===== config.mk =====
export PLATFORM = sky130hd
export DESIGN_NAME = fpu_clock_gate_ctrl
export DESIGN_NICKNAME = d
export VERILOG_FILES = /design/src/rtl/fpu_clock_gate_ctrl.sv
export SDC_FILE = /design/constraint.sdc
export NUM_CORES = 1
export LEC_CHECK = 0
export ABC_AREA = 1
export BUFFER_PORTS_ARGS = -buffer_cell sky130_fd_sc_hd__buf_4
export CAP_MARGIN = 10
export CORE_MARGIN = 2
export CORE_UTILIZATION = 40
export CTS_CLUSTER_DIAMETER = 30
export DETAILED_ROUTE_END_ITERATION = 16
export GPL_TIMING_DRIVEN = 0
export PLACE_DENSITY = 0.56
export SYNTH_ARGS = -nofsm -noshare
export SYNTH_HDL_FRONTEND = slang
export SYNTH_SLANG_ARGS = --single-unit

===== constraint.sdc =====
create_clock -name clk -period 1.49 [get_ports clk]
set_input_delay 0.149 -clock clk [delete_from_list [all_inputs] [get_ports clk]]
set_output_delay 0.149 -clock clk [all_outputs]
set_load 0.05 [all_outputs]

===== src/rtl/fpu_clock_gate_ctrl.sv =====
// Per-unit clock-gate controller for the shared FPU interconnect: tracks pending
// operations per unit and keeps each unit's clock on for a hold-off window after it drains.
module fpu_clock_gate_ctrl #(
    parameter int NB_UNITS      = 4,
    parameter int CNT_WIDTH     = 3,
    parameter int HOLDOFF_WIDTH = 4
) (
    input  logic                     clk,
    input  logic                     rst_n,
    input  logic                     auto_cg_en_i,
    input  logic [HOLDOFF_WIDTH-1:0] holdoff_cycles_i,
    input  logic                     clear_err_i,
    input  logic [NB_UNITS-1:0]      req_i,
    input  logic [NB_UNITS-1:0]      gnt_i,
    input  logic [NB_UNITS-1:0]      rvalid_i,
    output logic [NB_UNITS-1:0]      cg_en_o,
    output logic [NB_UNITS-1:0]      busy_o,
    output logic [NB_UNITS-1:0]      ovf_o,
    output logic [NB_UNITS-1:0]      unf_o
);

    typedef enum logic [1:0] {
        IDLE   = 2'd0,
        ACTIVE = 2'd1,
        DRAIN  = 2'd2
    } state_t;

    localparam logic [CNT_WIDTH-1:0]     CNT_MAX = '1;
    localparam logic [HOLDOFF_WIDTH-1:0] TMR_ONE = HOLDOFF_WIDTH'(1);

    logic [NB_UNITS-1:0] ovf_set;
    logic [NB_UNITS-1:0] unf_set;

    for (genvar i = 0; i < NB_UNITS; i++) begin : g_unit
        logic                     acc;
        logic [CNT_WIDTH-1:0]     cnt_q, cnt_d;
        logic [HOLDOFF_WIDTH-1:0] tmr_q, tmr_d;
        state_t                   state_q, state_d;

        assign acc = req_i[i] & gnt_i[i];

        // Pending counter saturates at both ends; the blocked step is reported as an error.
        always_comb begin
            cnt_d      = cnt_q;
            ovf_set[i] = 1'b0;
            unf_set[i] = 1'b0;
            if (acc && !rvalid_i[i]) begin
                if (cnt_q == CNT_MAX) ovf_set[i] = 1'b1;
                else                  cnt_d = cnt_q + 1'b1;
            end else if (!acc && rvalid_i[i]) begin
                if (cnt_q == '0) unf_set[i] = 1'b1;
                else             cnt_d = cnt_q - 1'b1;
            end
        end

        always_comb begin
            state_d = state_q;
            tmr_d   = tmr_q;
            case (state_q)
                IDLE: begin
                    if (acc || cnt_q != '0) state_d = ACTIVE;
                end
                ACTIVE: begin
                    if (cnt_q == '0 && !req_i[i]) begin
                        if (holdoff_cycles_i == '0) begin
                            state_d = IDLE;
                        end else begin
                            state_d = DRAIN;
                            tmr_d   = holdoff_cycles_i;
                        end
                    end
                end
                DRAIN: begin
                    if (req_i[i] || cnt_q != '0) state_d = ACTIVE;
                    else if (tmr_q <= TMR_ONE)   state_d = IDLE;
                    else                         tmr_d = tmr_q - 1'b1;
                end
                default: state_d = IDLE;
            endcase
        end

        always_ff @(posedge clk or negedge rst_n) begin
            if (!rst_n) begin
                cnt_q   <= '0;
                tmr_q   <= '0;
                state_q <= IDLE;
            end else begin
                cnt_q   <= cnt_d;
                tmr_q   <= tmr_d;
                state_q <= state_d;
            end
        end

        assign busy_o[i]  = (state_q != IDLE);
        // Request opens the gate combinationally so the unit is clocked before its grant.
        assign cg_en_o[i] = ~auto_cg_en_i | req_i[i] | busy_o[i];
    end

    // A fresh error event in the clearing cycle takes priority over the clear.
    always_ff @(posedge clk or negedge rst_n) begin
        if (!rst_n) begin
            ovf_o <= '0;
            unf_o <= '0;
        end else begin
            ovf_o <= (ovf_o & {NB_UNITS{~clear_err_i}}) | ovf_set;
            unf_o <= (unf_o & {NB_UNITS{~clear_err_i}}) | unf_set;
        end
    end

endmodule


# Word-level counts from Yosys, hierarchy flattened

Index checks and enable logic that the tools add are counted.

Flip-flop bits (word level): 44
Input bits: 20
Word-level logic and storage cells: 235

Add/subtract/negate cells: 12
$lt $le $gt $ge: 4
Equal/unequal tests: 44
Multiplexer cells: 74
Bitwise logic cells: 18
Reductions and logical operators: 69

Operator list:

| kind                                                                              | count |
|---|---|
| 2-bit != test (second input constant)                                             | 28 |
| 4-bit 2-to-1 mux                                                                  | 13 |
| 3-bit 2-to-1 mux                                                                  | 16 |
| 2-bit 2-to-1 mux                                                                  | 17 |
| 4-bit one-hot mux with 2 select lines                                             | 4 |
| 2-bit one-hot mux with 3 select lines                                             | 4 |
| 3-bit AND reduction                                                               | 8 |
| 2-bit nonzero test                                                                | 12 |
| 1-bit 2-to-1 mux                                                                  | 20 |
| 5-bit AND reduction                                                               | 4 |
| 4-bit by 1-bit less-or-equal comparator with 1-bit output (second input constant) | 4 |
| 4-bit by 1-bit subtractor with 4-bit output (second input constant)               | 4 |
| 3-bit by 1-bit adder with 3-bit output (second input constant)                    | 4 |
| 3-bit equality test (second input constant)                                       | 4 |
| 1-bit logical AND                                                                 | 12 |
| 1-bit logical NOT                                                                 | 12 |
| 3-bit logical NOT                                                                 | 4 |
| 3-bit != test (second input constant)                                             | 4 |
| 3-bit nonzero test                                                                | 4 |
| 3-bit by 1-bit subtractor with 3-bit output (second input constant)               | 4 |
| 4-bit AND                                                                         | 2 |
| 2-bit by 1-bit equality test with 1-bit output (second input constant)            | 4 |
| 2-bit equality test (second input constant)                                       | 4 |
| 2-bit logical NOT                                                                 | 4 |
| 6 further kinds                                                                   | 25 |

# Longest topological paths before layout

Gate-level depths: netlist of run 1.

Depth in word-level cells: 6
Mapped depth: 9

# Worst setup path before layout of run 1

Ideal clock, no wire load.

Kind: flip-flop to flip-flop
From: reg g_unit[1].state_q[0]
To: reg g_unit[1].state_q[0]
Setup time: 0.117 ns
Data arrival time: 1.224 ns
Setup slack: 0.149 ns
Stages on the path, launching flop included: 7
Buffers on the path: 0
Cells stage by stage: dfrtp_1 -> inv_1 -> nand2_1 -> nor3_1 -> nor2_1 -> nand2_1 -> nand2_1

Word-level cells in the longest chain between the ends: 3

RTL lines:

| what                                                            | line | text |
|---|---|---|
| from (decl)                                                     | 38   | `state_t state_q, state_d;` |
| from (signal assigned)                                          | 90   | `state_q <= state_d;` |
| 2-bit equality test, or another cell as far along               | 59   | `case (state_q)` |
| 3-bit != test (no line) / 2-bit != test (equally long branches) | --   |  |
| 3-bit AND reduction (no line)                                   | --   |  |

Several ways; a longest one is shown, not always the timed one.
A chain may end at the register's enable or synchronous reset.

# Final worst setup path of run 1

From: reg g_unit[3].state_q[1]
To: out cg_en_o[3]

Word-level cells in the longest chain between the ends: 2

RTL lines:

| what                   | line | text |
|---|---|---|
| from (decl)            | 38   |  |
| from (signal assigned) | 90   |  |
| 2-bit nonzero test     | 94   | `assign busy_o[i] = (state_q != IDLE);` |
| 1-bit OR               | 96   | `assign cg_en_o[i] = ~auto_cg_en_i \| req_i[i] \| busy_o[i];` |
| to (decl)              | 16   | `output logic [NB_UNITS-1:0] cg_en_o,` |

No other way between the ends.

==> results of run 1 <==
-- logic make-up after synthesis --
kind of cell,share of synthesized area (%)
simple gates,31.23
buf+inv,8.396
flops,36.94
compound gates,8.523
fa+ha+maj,11.08
xor+xnor,3.820
-- per-layer routing --
| metal | share of wire, % | vias to the layer above | wire length [µm] |
|---|---|---|---|
| met5 | 0 | - | 0 |
| met4 | 0.99 | 0 | 59 |
| met3 | 3.8 | 5 | 225 |
| met2 | 44 | 44 | 2652 |
| met1 | 51 | 1107 | 3029 |
| li1 | - | 1300 | - |
-- stage by stage --
stage          utilization (%)  cell area (µm²)  instances
6_report                 49.27             3573        532
5_1_grt                  49.27             3573        532
4_1_cts                  48.37             3508        527
3_5_place_dp             46.42             3367        519
3_3_place_gp             46.42             3367        519
2_1_floorplan                -             2980        385
-- worst paths after layout --
| path | end | slack (ns) | depth (start not counted) |
|---|---|---|---|
| hold / removal | unf_o[0]$_DFF_PN0_ | 0.12 | 2 |
| min in group asynchronous | ovf_o[1]$_DFF_PN0_ | 0.39 | 2 |
| hold reg to reg | g_unit[2].tmr_q[1]$_DFFE_PN0P_ | 0.50 | 2 |
| setup reg to reg | g_unit[1].tmr_q[2]$_DFFE_PN0P_ | 0.10 | 8 |
| setup / recovery | cg_en_o[3] | 0.07 | 4 |
| max in group asynchronous | g_unit[0].tmr_q[2]$_DFFE_PN0P_ | 0.71 | 2 |
-- sequential cells by signal (all words and copies together), names as in the netlist --
register	flops
g_unit.tmr_q	16
unf_o	4
g_unit.cnt_q	12
ovf_o	4
g_unit.state_q	8
-- cell type report --
cell class,count,share of cell area [%]
clock buffers,5,1.926
clock inverters,2,1.681
inverters,66,7.003
repair buffers,41,8.789
well taps,99,3.466
flip-flops and latches,44,30.81
multi-input cells,275,46.32
-- cells in the final DEF (no fill, tap or decap), types with 10 or more instances in the layout --
cell	n
nand2_1	114
inv_1	55
dfrtp_1	44
buf_4	39
nand3_1	23
o21ai_0	21
nor2_1	17
ha_1	17
nand2_2	11
inv_2	10
nand4_1	10
-- power by group through the flow --
stage / logic, mW / clock network (mW) / registers [mW]
floorplan: 2.68 / 0 / 2.34
detailed placement: 3.51 / 0 / 2.30
finish: 3.69 / 1.07 / 2.27
global route: 4.21 / 1.16 / 2.35
global placement: 3.46 / 0 / 2.28
CTS: 3.53 / 1.12 / 2.28
-- timing repair --
action                                  in CTS  in global routing
endpoints found under the hold margin       44                  0
pin swaps                                    0                  3
hold buffers                                 1                  0
buffers inserted                             0                  5
endpoints found under the setup margin       1                 20
gates resized for setup                      1                 12
-- critical path: stages, from the launching register on --
cell	delay [ns]
dfrtp_1	0.43
inv_1	0.10
ha_2	0.20
nand3_1	0.09
buf_6	0.16
==> flow_metrics.py, run 1 <==
metrics = {
    "synthesis": {
        "synth_seq_cells": 44,
        "synth_nets": 429,
        "synth_most_common_cell": "nand2_1",
        "synth_cell_types": 33,
        "synth_seq_area_share_pct": 36.94,
        "syn_area_um2": 2980,
        "synth_top_area_cell": "dfrtp_1",
        "async_flop_share_pct": 100.0,
        "synth-edff-count": 0,
        "synthTopCellsByArea": "dfrtp_1, nand2_1, ha_1, inv_1, o21ai_0",
        "synth_common_cells": "nand2_1, inv_1, dfrtp_1",
        "synth_ff_type": "dfrtp_1",
        "avgSynthCellArea_um2": 7.741,
        "syn_inst": 385,
        "ys_warn_count": 0,
        "yosysTopAreaCellShare_pct": 36.94,
    },
    "drt": {
        "ant_nets": 0,
        "drt-wirelength-per-cell_um": 11.21,
        "drc_errors": 0,
        "via_per_inst": 4.617,
        "dr.pass1.iters": 4,
        "drt_iter0_markers": 103,
        "totalWireLength_um": 5965,
        "via_count": 2456,
    },
    "floorplanning": {
        "start_util_pct": 41.09,
        "rows": 31,
        "dieArea_um2": 8158,
        "die-width_um": 90.32,
        "die_y_um": 90.32,
        "io-pin-count": 36,
        "core_area_um2": 7253,
    },
    "grt": {
        "grt_usage_pct": 15.39,
        "antenna_found_initial": 0,
        "grt_max_degree": 45,
        "top_usage_layer": "met2",
        "grtUsageMet1_pct": 20.95,
        "grt_pass1_wl_um": 10340,
        "grt_use_met2_pct": 24.81,
        "grt.met3_usage_pct": 2.922,
        "grt_pass1_vias": 2353,
        "overflow": 0,
    },
    "job": {
        "cap_violations": 0,
    },
    "placement": {
        "place_congestion": 0.7987,
        "io_buffers": 35,
        "dpl_worst_slack_ns": -0.09698,
        "place_hpwl_um": 4494,
    },
    "power": {
        "powerDensity_nw_per_um2": 1967,
        "p_total_mw": 7.030,
        "clockPowerShare_pct": 15.2,
        "seqPwrFrac_pct": 32.3,
        "p_int_mw": 3.809,
        "p_sw_mw": 3.222,
        "pwr-share-comb_pct": 52.5,
        "ir_drop_mv": 1.149,
        "swShare_pct": 45.83,
        "leakage_nw": 1.824,
    },
    "layout": {
        "register_area_um2": 1101,
        "fin_nets": 477,
        "antenna_cells": 0,
        "drive_above_1_share_pct": 21.71,
        "multi_input_comb_area_um2": 1655,
        "area_delta_synth_final_pct": 19.90,
        "nFillCells": 724,
    },
    "min_path": {
        "min_from": "clear_err_i",
        "hp-class": "input port to flip-flop",
    },
    "clock_tree": {
        "clock-root-buffer": "clkbuf_8",
        "cts.path.max_buffers": 2,
        "clock_latency_ns": 0.30,
        "cts_max_level": 2,
        "cts_tree": "yes",
        "clkTransAtPathRegs_ns": 0.09,
        "cts_buffers": 5,
        "cts.sinks": 44,
    },
    "sta": {
        "fin_setup_tns_ns": 0,
        "max_freq_ghz": 0.7038,
        "setup_viol": 0,
        "rsz0062_at_grt": "yes",
        "slew-limit-headroom_pct": 61.28,
        "post-route-min-period_ns": 1.421,
        "worstMarginPinSlew_ns": 0.5807,
        "hold_viol_final": 0,
        "drv_slew": 0,
        "timing.final.ws_setup_ns": 0.06907,
        "finalCritPeriodShare_pct": 95.36,
        "finalClockSkew_ns": 0.006844,
        "hold_ws_ns": 0.1198,
    },
    "worst_setup_path": {
        "critPathArrivalTime_ns": 1.27,
        "crit_fanout": 4,
        "cp-start-kind": "flip-flop",
        "setup.worst_path.start": "g_unit[3].state_q[1]$_DFFE_PN0P_",
        "r2r_start": "g_unit[1].tmr_q[0]$_DFFE_PN0P_",
        "required_ns": 1.34,
        "timing_worst_setup_path_type": "flip-flop to output port",
        "cp-end-kind": "output port",
    },
    "run_status": {
        "status": "complete, no violations",
    },
}
Power figures use the tool's default switching activity.
==> inputs of run 2 (changes only) <==
- CAP_MARGIN: 10 -> 20
- PLACE_DENSITY: 0.56 -> 0.63
- SETUP_SLACK_MARGIN: not set -> 0.02
==> run 2 against run 1 <==
  * Routed wire length fell by 0.96%
  * Clock power fell by 14%
  * Maximum frequency rose by 0.23%
  * Design area fell by 0.25%
  * Final cell count did not move
  * Critical path depth did not move
  * Clock skew fell by 0.0010 ns
  * Sequential power barely moved
==> flow_metrics.py, run 2 (synthesis gave the netlist of run 1 again) <==
metrics = {
    "run_status": {
        "status": "complete, no violations",
    },
    "placement": {
        "dpl_cell_area_um2": 3367,
        "dpl_worst_slack_ns": -0.1194,
        "place_congestion": 0.8074,
        "io_buffers": 35,
        "place_hpwl_um": 4539,
    },
    "worst_setup_path": {
        "path_cells": "inv_2, ha_2, nand3_1, buf_6",
        "max_stage_delay_ns": 0.44,
        "path_delay_family": "flip-flops",
        "cp-start-kind": "flip-flop",
        "worst-path-buf-inv": 2,
        "crit_fanout": 4,
        "required_ns": 1.34,
        "timing_worst_setup_path_type": "flip-flop to output port",
        "critPathArrivalTime_ns": 1.27,
        "cp-end-kind": "output port",
        "critPathSlowestCell": "dfrtp_1",
    },
    "layout": {
        "fin_nets": 476,
        "final_common_cell": "nand2_1",
        "area_delta_synth_final_pct": 19.61,
        "final_cell_mix": "nand2_1, inv_1, dfrtp_1",
        "top_regs": "g_unit.tmr_q x16, g_unit.cnt_q x12, g_unit.state_q x8",
        "final_cell_area_um2": 3565,
        "top_register": "g_unit.tmr_q",
        "antenna_cells": 0,
        "drive_above_1_share_pct": 23.33,
        "largest_register_ffs": 16,
        "nFillCells": 731,
    },
    "drt": {
        "wl_met2_um": 2641,
        "ant_nets": 0,
        "via_per_inst": 4.675,
        "totalWireLength_um": 5908,
        "drc_errors": 0,
        "drt-wirelength-per-cell_um": 11.11,
        "dr_wl_met3_um": 239,
        "via_count": 2487,
        "top_layer": "met4",
        "dr.pass1.iters": 4,
        "wl_met1_um": 2914,
        "drt_iter0_markers": 89,
    },
    "clock_tree": {
        "cts_tree": "yes",
        "clock-root-buffer": "clkbuf_8",
        "cts.sinks": 44,
        "clkTransAtPathRegs_ns": 0.09,
        "cts_max_level": 2,
        "cts_buffers": 5,
        "clock_latency_ns": 0.30,
        "cts.path.max_buffers": 2,
    },
    "grt": {
        "antenna_found_initial": 0,
        "grt_usage_pct": 15.88,
        "overflow": 0,
        "grt_pass1_wl_um": 10870,
        "grt_max_degree": 45,
        "grt_pass1_vias": 2494,
    },
    "floorplanning": {
        "core_area_um2": 7253,
        "rows": 31,
        "start_util_pct": 41.09,
        "die_y_um": 90.32,
        "die-width_um": 90.32,
        "io-pin-count": 36,
        "dieArea_um2": 8158,
    },
    "sta": {
        "finalClockSkew_ns": 0.005806,
        "max_freq_ghz": 0.7054,
        "slew-limit-headroom_pct": 60.53,
        "finalCritPeriodShare_pct": 95.15,
        "worstMarginPinSlew_ns": 0.5921,
        "timing.final.ws_setup_ns": 0.07229,
        "drv_slew": 0,
        "post-route-min-period_ns": 1.418,
        "hold_viol_final": 0,
        "setup_viol": 0,
        "rsz0062_at_grt": "yes",
    },
    "power": {
        "clockPowerShare_pct": 13.3,
        "powerDensity_nw_per_um2": 1942,
        "ir_drop_mv": 1.159,
        "p_int_mw": 3.671,
        "leakage_nw": 1.810,
        "p_sw_mw": 3.253,
        "swShare_pct": 46.98,
        "pwr-share-comb_pct": 53.7,
        "seqPwrFrac_pct": 33.0,
    },
    "min_path": {
        "hp-class": "input port to flip-flop",
    },
    "job": {
        "cap_violations": 0,
    },
}
## run 2: cell types whose count changed in the layout (fill, tap and decap cells not counted), moves of 2 or more
cell / previous run / this run
inv_2: 10 / 13
nand2_1: 114 / 112
inv_1: 55 / 52
buf_4: 39 / 37
## run 2: power groups by stage
| stage | combinational (mW) | sequential [mW] | clock (mW) |
|---|---|---|---|
| after floorplan | 2.68 | 2.34 | 0 |
| after global placement | 3.43 | 2.28 | 0 |
| after detailed placement | 3.53 | 2.30 | 0 |
| after CTS | 3.57 | 2.28 | 0.939 |
| after global routing | 4.25 | 2.38 | 0.988 |
| final | 3.72 | 2.29 | 0.919 |
## run 2: worst register-to-register path, stage by stage (launching register included)
cell and delay [ns]:
dfrtp_1 0.40, buf_4 0.14, ha_2 0.18, nor2_4 0.10, nor2_4 0.06, o21ai_4 0.21
nand2_4 0.10, nand2_1 0.06, nand2_1 0.05
## run 2: worst paths after layout
kind,start,end,slack (ns),depth (start not counted)
min,clear_err_i,unf_o[2]$_DFF_PN0_,0.11,2
max reg2reg,g_unit[3].tmr_q[0]$_DFFE_PN0P_,g_unit[3].tmr_q[3]$_DFFE_PN0P_,0.08,8
min in group asynchronous,rst_n,g_unit[1].cnt_q[1]$_DFFE_PN0P_,0.37,2
max,g_unit[3].state_q[0]$_DFFE_PN0P_,cg_en_o[3],0.07,4
min reg2reg,g_unit[0].tmr_q[1]$_DFFE_PN0P_,g_unit[0].tmr_q[1]$_DFFE_PN0P_,0.50,2
max in group asynchronous,rst_n,g_unit[0].tmr_q[0]$_DFFE_PN0P_,0.66,2
## run 2: area by class of cell
class                           instances  area, µm²  area share [%]
Sequential cell                        44       1102           30.92
Multi-Input combinational cell        275       1670           46.86
Clock buffer                            6      72.57           2.036
Timing Repair Buffer                   40      310.3           8.705
Tap cell                               99      123.9           3.475
Clock inverter                          2      35.03          0.9828
Inverter                               66      250.2           7.020
## run 2: per-layer routing
metal / vias up / track usage, %
met5: - / 0
met4: 0 / 5.128
met3: 12 / 2.755
met2: 48 / 26.19
met1: 1124 / 21.29
li1: 1303 / -
## run 2: what timing repair did
action,in CTS,in global routing
hold endpoints to repair,44,0
pin swaps,0,3
gates resized for setup,1,22
buffers inserted,1,3
setup endpoints to repair,6,24
hold buffers,1,0
## run 2: stage by stage
step / total power, mW / instances / setup TNS [ns] / hold WS (ns) / util [%]
3_5_place_dp: 5.829 / 519 / -0.1445 / 0.1988 / 46.42
4_1_cts: 6.791 / 529 / 0 / 0.1128 / 48.18
3_3_place_gp: 5.706 / 519 / -0.02393 / 0.1956 / 46.42
5_1_grt: 7.619 / 532 / 0 / 0.1249 / 49.15
2_1_floorplan: 5.019 / 385 / 0 / -0.1466 / -
6_report: 6.923 / 532 / 0 / 0.1113 / 49.15
==> inputs of run 3 (changes only) <==
- CTS_BUF_LIST: not set -> sky130_fd_sc_hd__clkbuf_8
==> run 3 against run 2 <==
  * Worst setup slack got worse by 0.00083 ns
  * Largest power group unchanged
  * Highest routed layer unchanged
  * First-iteration DRC count unchanged
  * Hold slack about the same
  * Largest cell class unchanged
  * Maximum frequency about the same
  * Critical path type unchanged
  * Register-to-register slack about the same
  * Combinational power about the same
  * Design area unchanged
  * Count of clock-buffer cells in the layout decreased by 1
  * Sequential cell count unchanged
  * Clock skew about the same
==> flow_metrics.py, run 3 (synthesis gave the netlist of run 1 again) <==
metrics = {
    "run_status": {
        "status": "complete, no violations",
    },
    "clock_tree": {
        "cts.sinks": 44,
        "cts.path.max_buffers": 2,
        "clock_latency_ns": 0.30,
        "cts_max_level": 2,
        "cts_tree": "yes",
        "clock-root-buffer": "clkbuf_8",
        "cts_buffers": 5,
        "clkTransAtPathRegs_ns": 0.09,
    },
    "job": {
        "cap_violations": 0,
    },
    "worst_setup_path": {
        "timing_worst_setup_path_type": "flip-flop to output port",
        "path_cells": "inv_2, ha_2, nand3_1, buf_6",
        "cp-end-kind": "output port",
        "required_ns": 1.34,
        "max_stage_delay_ns": 0.44,
        "crit_fanout": 4,
        "critPathArrivalTime_ns": 1.27,
        "critPathSlowestCell": "dfrtp_1",
        "cp-start-kind": "flip-flop",
    },
    "drt": {
        "wl_met1_um": 2914,
        "ant_nets": 0,
        "wl_met2_um": 2640,
        "top_layer": "met4",
        "via_count": 2487,
        "dr_wl_met3_um": 239,
        "dr.pass1.iters": 4,
        "drt_iter0_markers": 89,
        "totalWireLength_um": 5907,
        "via_per_inst": 4.675,
        "drt-wirelength-per-cell_um": 11.10,
        "drc_errors": 0,
    },
    "layout": {
        "fin_nets": 476,
        "largest_register_ffs": 16,
        "area_delta_synth_final_pct": 19.61,
        "antenna_cells": 0,
        "top_regs": "g_unit.tmr_q x16, g_unit.cnt_q x12, g_unit.state_q x8",
        "final_cell_count_no_fill": 532,
        "final_common_cell": "nand2_1",
        "final_util_pct": 49.15,
        "top_register": "g_unit.tmr_q",
        "final_cell_mix": "nand2_1, inv_1, dfrtp_1",
        "drive_above_1_share_pct": 23.33,
    },
    "sta": {
        "hold_ws_ns": 0.1112,
        "finalCritPeriodShare_pct": 95.20,
        "finalClockSkew_ns": 0.005806,
        "max_freq_ghz": 0.7050,
        "worstMarginPinSlew_ns": 0.5921,
        "drv_slew": 0,
        "setup_viol": 0,
        "rsz0062_at_grt": "yes",
        "post-route-min-period_ns": 1.419,
        "slew-limit-headroom_pct": 60.53,
        "hold_viol_final": 0,
    },
    "floorplanning": {
        "rows": 31,
        "core_area_um2": 7253,
        "die_y_um": 90.32,
        "dieArea_um2": 8158,
        "start_util_pct": 41.09,
        "io-pin-count": 36,
        "die-width_um": 90.32,
    },
    "placement": {
        "io_buffers": 35,
        "place_hpwl_um": 4539,
        "dp.cells": 519,
        "place_congestion": 0.8074,
    },
    "grt": {
        "antenna_found_initial": 0,
        "grt_pass1_vias": 2494,
        "grt_pass1_wl_um": 10870,
        "overflow": 0,
        "grt_max_degree": 45,
        "grt_usage_pct": 15.88,
    },
    "min_path": {
        "hp-class": "input port to flip-flop",
    },
    "power": {
        "powerDensity_nw_per_um2": 1941,
        "leakage_nw": 1.814,
        "ir_drop_mv": 1.159,
    },
}
-- run 3: cell type report --
cell class | instances | area (µm²)
Clock inverter | 3 | 38.79
Timing Repair Buffer | 40 | 310.3
Tap cell | 99 | 123.9
Inverter | 66 | 250.2
Sequential cell | 44 | 1102
Multi-Input combinational cell | 275 | 1670
Fill cell | 731 | 3689
Clock buffer | 5 | 68.82
-- run 3: worst paths after layout --
check / slack (ns) / cells past startpoint / end / from
worst min-delay path: 0.11 / 2 / unf_o[2]$_DFF_PN0_ / clear_err_i
worst min register to register: 0.50 / 2 / g_unit[0].tmr_q[1]$_DFFE_PN0P_ / g_unit[0].tmr_q[1]$_DFFE_PN0P_
worst max register to register: 0.08 / 8 / g_unit[3].tmr_q[3]$_DFFE_PN0P_ / g_unit[3].tmr_q[0]$_DFFE_PN0P_
min in group asynchronous: 0.37 / 2 / g_unit[1].cnt_q[1]$_DFFE_PN0P_ / rst_n
max in group asynchronous: 0.66 / 2 / g_unit[0].tmr_q[0]$_DFFE_PN0P_ / rst_n
worst max-delay path: 0.07 / 4 / cg_en_o[3] / g_unit[3].state_q[0]$_DFFE_PN0P_
-- run 3: per-stage QoR --
stage	TNS (ns)	power, mW	area, µm²	worst slack [ns]
detailed placement	-0.1445	5.829	3367	-0.1194
floorplan	0	5.019	2980	0.1490
CTS	0	6.785	3495	0.02236
global route	0	7.613	3565	0.003738
finish	0	6.917	3565	0.07146
global placement	-0.02393	5.706	3367	-0.01249
-- run 3: worst max-delay path, delay by kind of cell, from the launching register on --
kind | cells | cell delay, ns
flops | 1 | 0.44
simple gates | 1 | 0.09
fa+ha+maj | 1 | 0.20
buf+inv | 2 | 0.24
-- run 3: routing by layer --
metal | global-route usage [%] | vias up
met5 | 0 | -
met4 | 5.128 | 0
met3 | 2.755 | 12
met2 | 26.19 | 48
met1 | 21.29 | 1124
li1 | - | 1303
-- run 3: report_power, final --
| part | total (mW) | switching [mW] | leakage [nW] | internal, mW |
|---|---|---|---|---|
| Combinational | 3.72 | 2.25 | 1.21 | 1.46 |
| Sequential | 2.28 | 0.577 | 0.548 | 1.71 |
| Clock | 0.913 | 0.422 | 0.0593 | 0.491 |
-- run 3: repair_timing --
action | CTS | global route
resized for setup | 1 | 22
pin swaps | 0 | 3
setup buffers | 1 | 3
hold buffers | 1 | 0
endpoints found under the hold margin | 44 | 0
endpoints found under the setup margin | 6 | 24
